===== src/rtl/barrel_shift_seq.sv =====
// Iterative barrel shifter: one log2 mux stage per clock,
// valid/ready request in, valid/ready result out.
module barrel_shift_seq #(
   parameter int WIDTH = 8,
   parameter int SHW   = 3
) (
   input  logic             clk,
   input  logic             rst_n,
   input  logic             in_valid,
   output logic             in_ready,
   input  logic [WIDTH-1:0] in_data,
   input  logic [SHW-1:0]   in_amt,
   input  logic             in_dir,
   input  logic             in_rot,
   output logic             out_valid,
   input  logic             out_ready,
   output logic [WIDTH-1:0] out_data,
   output logic             busy
);

   typedef enum logic [1:0] {
      IDLE  = 2'd0,
      SHIFT = 2'd1,
      DONE  = 2'd2
   } state_t;

   localparam logic [SHW-1:0] LAST = SHW'(SHW - 1);

   state_t           state, state_nxt;
   logic [SHW-1:0]   stage;
   logic [WIDTH-1:0] work;
   logic [SHW-1:0]   amt;
   logic             dir;
   logic             rot;

   logic             accept;
   logic             last;
   logic [SHW-1:0]   sh;
   logic [SHW:0]     inv;
   logic [WIDTH-1:0] lsh, rsh, lwrap, rwrap;
   logic [WIDTH-1:0] shifted, stage_out;

   assign accept = (state == IDLE) && in_valid;
   assign last   = (stage == LAST);

   // amt is consumed LSB-first, so bit 0 is always the current stage's select
   assign sh    = SHW'(1) << stage;
   assign inv   = (SHW+1)'(WIDTH) - {1'b0, sh};
   assign lsh   = work << sh;
   assign rsh   = work >> sh;
   assign lwrap = work >> inv;
   assign rwrap = work << inv;

   always_comb begin
      shifted = '0;
      if (dir) shifted = rot ? (rsh | rwrap) : rsh;
      else     shifted = rot ? (lsh | lwrap) : lsh;
   end

   assign stage_out = amt[0] ? shifted : work;

   always_ff @(posedge clk or negedge rst_n) begin
      if (!rst_n) state <= IDLE;
      else        state <= state_nxt;
   end

   always_comb begin
      state_nxt = state;
      in_ready  = 1'b0;
      out_valid = 1'b0;
      busy      = 1'b0;
      unique case (state)
         IDLE: begin
            in_ready = 1'b1;
            if (in_valid) state_nxt = SHIFT;
         end
         SHIFT: begin
            busy = 1'b1;
            if (last) state_nxt = DONE;
         end
         DONE: begin
            busy      = 1'b1;
            out_valid = 1'b1;
            if (out_ready) state_nxt = IDLE;
         end
         default: state_nxt = IDLE;
      endcase
   end

   always_ff @(posedge clk or negedge rst_n) begin
      if (!rst_n) begin
         stage    <= '0;
         work     <= '0;
         amt      <= '0;
         dir      <= 1'b0;
         rot      <= 1'b0;
         out_data <= '0;
      end else if (accept) begin
         stage <= '0;
         work  <= in_data;
         amt   <= in_amt;
         dir   <= in_dir;
         rot   <= in_rot;
      end else if (state == SHIFT) begin
         work  <= stage_out;
         amt   <= amt >> 1;
         stage <= last ? '0 : stage + SHW'(1);
         if (last) out_data <= stage_out;
      end
   end

endmodule


===== config.mk =====
export PLATFORM = sky130hd
export DESIGN_NAME = barrel_shift_seq
export DESIGN_NICKNAME = d
export VERILOG_FILES = /design/src/rtl/barrel_shift_seq.sv
export SDC_FILE = /design/constraint.sdc
export NUM_CORES = 1
export LEC_CHECK = 0
export ABC_AREA = 1
export BUFFER_PORTS_ARGS = -buffer_cell sky130_fd_sc_hd__buf_2
export CORE_MARGIN = 2
export CORE_UTILIZATION = 45
export DETAILED_ROUTE_END_ITERATION = 16
export PLACE_DENSITY_LB_ADDON = 0.15
export SYNTH_ARGS = -nofsm -noshare
export SYNTH_HDL_FRONTEND = slang
export SYNTH_SLANG_ARGS = --single-unit

===== constraint.sdc =====
create_clock -name clk -period 2.2 [get_ports clk]
set_clock_uncertainty 0.2 [all_clocks]
set_input_delay 0.66 -clock clk [delete_from_list [all_inputs] [get_ports clk]]
set_output_delay 0.66 -clock clk [all_outputs]
set_load 0.01 [all_outputs]

After elaboration in Yosys (flattened, before gate mapping)
Index checks and enable logic that the tools add are counted.
{"block": "totals", "register_bits": 26, "latch_bits": 0, "ramBits": 0, "romBits": 0, "inputBits": 17, "out_inout_bits": 11, "elab_cells": 47, "mem_count": 0}
{"block": "classes", "add_sub_neg": 2, "multipliers": 0, "div": 0, "n_lt_le_gt_ge": 0, "eq_ne": 6, "shift": 5, "mux": 18, "n_bitwise": 3, "n_reduce_logical": 6}
{"op": "$mux 8", "count": 6}
{"op": "$or 8x8->8", "count": 2}
{"op": "$mux 3", "count": 5}
{"op": "$shl 8x3->8", "count": 1}
{"op": "$shl 8x4->8", "count": 1}
{"op": "$shr 8x3->8", "count": 1}
{"op": "$shr 8x4->8", "count": 1}
{"op": "$mux 2", "count": 3}
{"op": "$ne 2x2->1 const B", "count": 3}
{"op": "$pmux 2 s3", "count": 1}
{"op": "$reduce_and 3->1", "count": 2}
{"op": "$sub 4x3->4 const A", "count": 1}
{"op": "$add 3x1->3 const B", "count": 1}
{"op": "$eq 3x2->1 const B", "count": 1}
{"op": "$mux 1", "count": 3}
{"op": "$shl 1x3->3 const A", "count": 1}
{"op": "$eq 2x1->1 const B", "count": 1}
{"op": "$eq 2x2->1 const B", "count": 1}
{"op": "$logic_not 2->1", "count": 1}
{"op": "$reduce_bool 2->1", "count": 1}
{"op": "$reduce_or 2->1", "count": 1}
{"op": "$logic_and 1x1->1", "count": 1}
{"op": "$not 1->1", "count": 1}

Longest topological paths before layout
{"block": "logic_depth", "ltp_word": 9, "mapped_depth": 15, "ltp_nobuf": 14}

Worst setup path before layout
No wires, ideal clock.
{"block": "synth_path", "path_kind": "flip-flop to flip-flop", "startpoint": "reg stage[1]", "endpoint": "reg out_data[3]", "setup_ps": 116, "arrival_time_ps": 2121, "t_required_ps": 1884, "slack_ps": -238, "stages_incl_launch_ff": 14, "path_buffers": 2, "synth_period_minus_slack_ps": 2438, "path_cell_list": "dfrtp_1 -> nor2_4 -> nand2_2 -> buf_4 -> ha_1 -> clkinv_1 -> clkbuf_1 -> nand3_1 -> o211ai_2 -> nand3_1 -> nand2_1 -> nand2_1 -> nand2_1 -> nand2_1"}
{"block": "synth_between", "elab_chain_len": 7, "elab_cells_between_ends": 14, "cone_classes": "add/sub (1); eq/ne (1); shift (5); mux (4); bitwise (2); reduce/logical (1)"}
{"item": "from (decl)", "line": "30", "source": "logic [SHW-1:0] stage;"}
{"item": "from (signal assigned)", "line": "107", "source": "stage <= last ? '0 : stage + SHW'(1);"}
{"item": "$shl 1x3->3", "line": "47", "source": "assign sh = SHW'(1) << stage;"}
{"item": "$sub 4x3->4", "line": "48", "source": "assign inv = (SHW+1)'(WIDTH) - {1'b0, sh};"}
{"item": "$shr 8x4->8 / $shl 8x4->8 (equally long branches)", "line": "51, 52"}
{"item": "$or 8x8->8, on equally long branches", "line": "57, 56"}
{"item": "$mux 8, on equally long branches", "line": "57, 56"}
{"item": "$mux 8", "line": "56", "source": "if (dir) shifted = rot ? (rsh | rwrap) : rsh;"}
{"item": "$mux 8", "line": "60", "source": "assign stage_out = amt[0] ? shifted : work;"}
{"item": "to (signal assigned)", "line": "108", "source": "if (last) out_data <= stage_out;"}
{"item": "to (decl)", "line": "17", "source": "output logic [WIDTH-1:0] out_data,"}
Several ways; a longest one is shown, not always the timed one.
A chain may end at the register's enable or synchronous reset.

Worst setup path after layout
{"block": "layout_path", "startpoint": "reg stage[1]", "endpoint": "reg work[5]"}
{"block": "layout_between", "elab_chain_len": 9, "elab_cells_between_ends": 14, "cone_classes": "add/sub (1); shift (5); mux (6); bitwise (2)"}
{"item": "$shl 1x3->3 *", "line": "47"}
{"item": "$sub 4x3->4", "line": "48"}
{"item": "$shr 8x4->8 / $shl 8x4->8 (equally long branches)", "line": "51, 52"}
{"item": "$or 8x8->8, on equally long branches", "line": "57, 56"}
{"item": "$mux 8, on equally long branches", "line": "57, 56"}
{"item": "$mux 8 *", "line": "56"}
{"item": "$mux 8 *", "line": "60"}
{"item": "$mux 8 *", "line": "104", "source": "end else if (state == SHIFT) begin"}
{"item": "$mux 8 *", "line": "98", "source": "end else if (accept) begin"}
{"item": "to (signal assigned)", "line": "100", "source": "work <= in_data;"}
{"item": "to (signal assigned)", "line": "105", "source": "work <= stage_out;"}
{"item": "to (decl)", "line": "31", "source": "logic [WIDTH-1:0] work;"}
Mark *: on every way between the ends. The rest lies on a longest branch, timed or not. The select of a mux whose other input is x is not followed.

==> results.yml <==
status:
  status: "finished clean"
run:
  maxCapViolCount: 0
clocking:
  htreeDepth: 1
  clockBufferDepth: 2
  numCtsBuffers: 3
  cts_tree: "built"
  worstSkewPairLatency_ns: 0.27
  clkTransAtPathRegs_ns: 0.09
  clkSinkCount: 26
  holdBufCountCts: 0
  root_buffer: "clkbuf_8"
place:
  place_inst: 480
  dp_hpwl_um: 5041
  portBuffers: 27
  place.gp.congestion: 0.9207
critical_path:
  path_max_fanout: 13
  worstSetupPathType: "reg2reg"
  cp-start-kind: "register"
  crit_arrival_ns: 2.02
  crit_required_ns: 2.17
  cp-end-kind: "register"
cells_and_area:
  utilization_pct: 54.24
  n_antenna_cell: 0
  nets: 438
  final_cells: 486
  synthToLayoutAreaGrowth_pct: 17.08
  drive_above_1_share_pct: 21.39
detailed_routing:
  vias_per_cell: 5.389
  detail_route.wl_per_cell_um: 13.65
  routed_wirelength_um: 6636
  route.detailed.drc: 0
  first_iter_violations: 385
  vias: 2619
  ant_nets: 0
  first_pass_iters: 5
floorplanning:
  fp.dieH_um: 76.28
  io-pin-count: 28
  rows: 26
  die-area_um2: 5819
  chipWidth_um: 76.28
  core_area_um2: 5075
  start_util_pct: 46.33
logic_synthesis:
  syn_inst: 378
  synth_nets: 399
  synth_cell_type_count: 28
  ys_warn_count: 0
  netlist_top_cells_area: "dfrtp_1 (28%), nand2_1 (23%), nand3_1 (17%)"
  avgSynthCellArea_um2: 6.220
  ys_seq_elements: 26
  synth_area_leader_cell: "dfrtp_1"
  yosysSeqAreaShare_pct: 27.67
  synth_top_area_share_pct: 27.67
  syn_area_um2: 2351
sta:
  final_hold_viol_count: 0
  setup-violations-final: 0
  rsz0062_at_grt: "false"
  slew_violations: 0
  period_minus_slack_ns: 2.054
  fin_crit_sh_pct: 93.36
  tns_ns: 0
  slew_headroom_pct: 60.14
  max_freq_ghz: 0.4869
  worst_slew_pin_slew_ns: 0.5980
global_routing:
  grt_pass1_wl_um: 11140
  grt_max_degree: 27
  grt_pass1_vias: 2384
  antenna_found_initial: 0
  overflow: 0
  track_usage_pct: 22.87
worst_hold_path:
  hold_class: "in2async"
==> kinds of logic after synthesis <==
| logic type | after synthesis | share of synthesized area [%] |
|---|---|---|
| AO/OA/AOI/OAI | 31 | 7.397 |
| adder cells (fa/ha/maj) | 4 | 2.129 |
| buffers and inverters | 53 | 10.48 |
| flip-flops | 26 | 27.67 |
| AND/OR/NAND/NOR | 264 | 52.31 |
==> metrics by stage <==
step | hold slack [ns] | area, µm² | worst slack [ns]
after floorplan | 0.1644 | 2371 | 0.04537
after global placement | 0.2626 | 2634 | 0.08052
after detailed placement | 0.2604 | 2634 | 0.02813
after CTS | 0.2036 | 2689 | 0.01285
after global routing | 0.2374 | 2753 | 0.02451
final | 0.1852 | 2753 | 0.1461
==> sequential cells by signal, indices dropped and copies added (netlist names) <==
name	flops
amt	3
dir	1
out_data	8
rot	1
stage	3
state	2
work	8
==> layout make-up <==
type                            instances  area (µm²)
Multi-Input combinational cell        299        1496
Clock buffer                            4       55.05
Sequential cell                        26       653.1
Tap cell                               70       87.58
Timing Repair Buffer                   48       309.0
Fill cell                             522        2322
Inverter                               39       151.4
==> routing by layer <==
layer / up-vias / GRT usage, % / share of wire, %
li1: 1294 / - / -
met1: 1179 / 33.58 / 47
met2: 129 / 35.40 / 43
met3: 17 / 2.607 / 7.8
met4: 0 / 6.727 / 2.4
met5: - / 0 / 0
==> cell usage in the layout (no fill, tap or decap), drive strengths merged <==
master	instances
nand2	154
o211ai	3
o221ai	1
buf	48
o22ai	2
a21oi	9
inv	37
nand3	85
clkbuf	4
nand3b	2
nor2	21
nand4	1
and2	1
clkinv	2
ha	4
o21ai	16
dfrtp	26
==> Yosys cell counts <==
cell type / number
nor2_2: 2
nor2_4: 5
clkbuf_1: 5
o211ai_2: 1
o21ai_0: 16
nand3_4: 2
ha_1: 4
nand2_1: 145
nand4_1: 1
nand2_2: 8
nand2_4: 1
buf_4: 1
nand3_1: 78
o221ai_1: 1
inv_4: 1
o211ai_1: 2
buf_6: 5
inv_2: 3
a21oi_1: 9
nand3b_1: 2
dfrtp_1: 26
inv_1: 32
buf_2: 3
nor2_1: 14
and2_0: 1
nand3_2: 5
o22ai_1: 2
clkinv_1: 3
==> worst max-delay path: stages, from the launching register on <==
cell	delay [ns]
dfrtp_2	0.43
nor2_4	0.17
nand2_2	0.09
buf_4	0.20
inv_2	0.18
nand2_1	0.12
nand3_1	0.09
nand2_1	0.05
inv_1	0.06
nand2_1	0.05
nand3_1	0.08
nand2_1	0.09
nand2_1	0.07
nand2_1	0.04
==> final timing paths <==
kind | startpoint | end | slack, ns | cells after the start
setup / recovery | stage[1]$_DFFE_PN0P_ | work[5]$_DFFE_PN0P_ | 0.15 | 13
hold / removal | rst_n | state[0]$_DFFE_PN0P_ | 0.19 | 1
setup reg to reg | stage[1]$_DFFE_PN0P_ | work[5]$_DFFE_PN0P_ | 0.15 | 13
hold reg to reg | out_data[6]$_DFFE_PN0P_ | out_data[6]$_DFFE_PN0P_ | 0.28 | 2
max in group asynchronous | rst_n | stage[1]$_DFFE_PN0P_ | 1.19 | 1
min in group clk | out_data[6]$_DFFE_PN0P_ | out_data[6]$_DFFE_PN0P_ | 0.28 | 2
==> timing repair <==
action                     4_1_cts  5_1_grt
setup buffers                    0        2
setup endpoints to repair        0       16
gates resized for setup          0       10
Power is not shown: default switching activity piles up to over one toggle a cycle in this logic, so the estimate is an artifact.
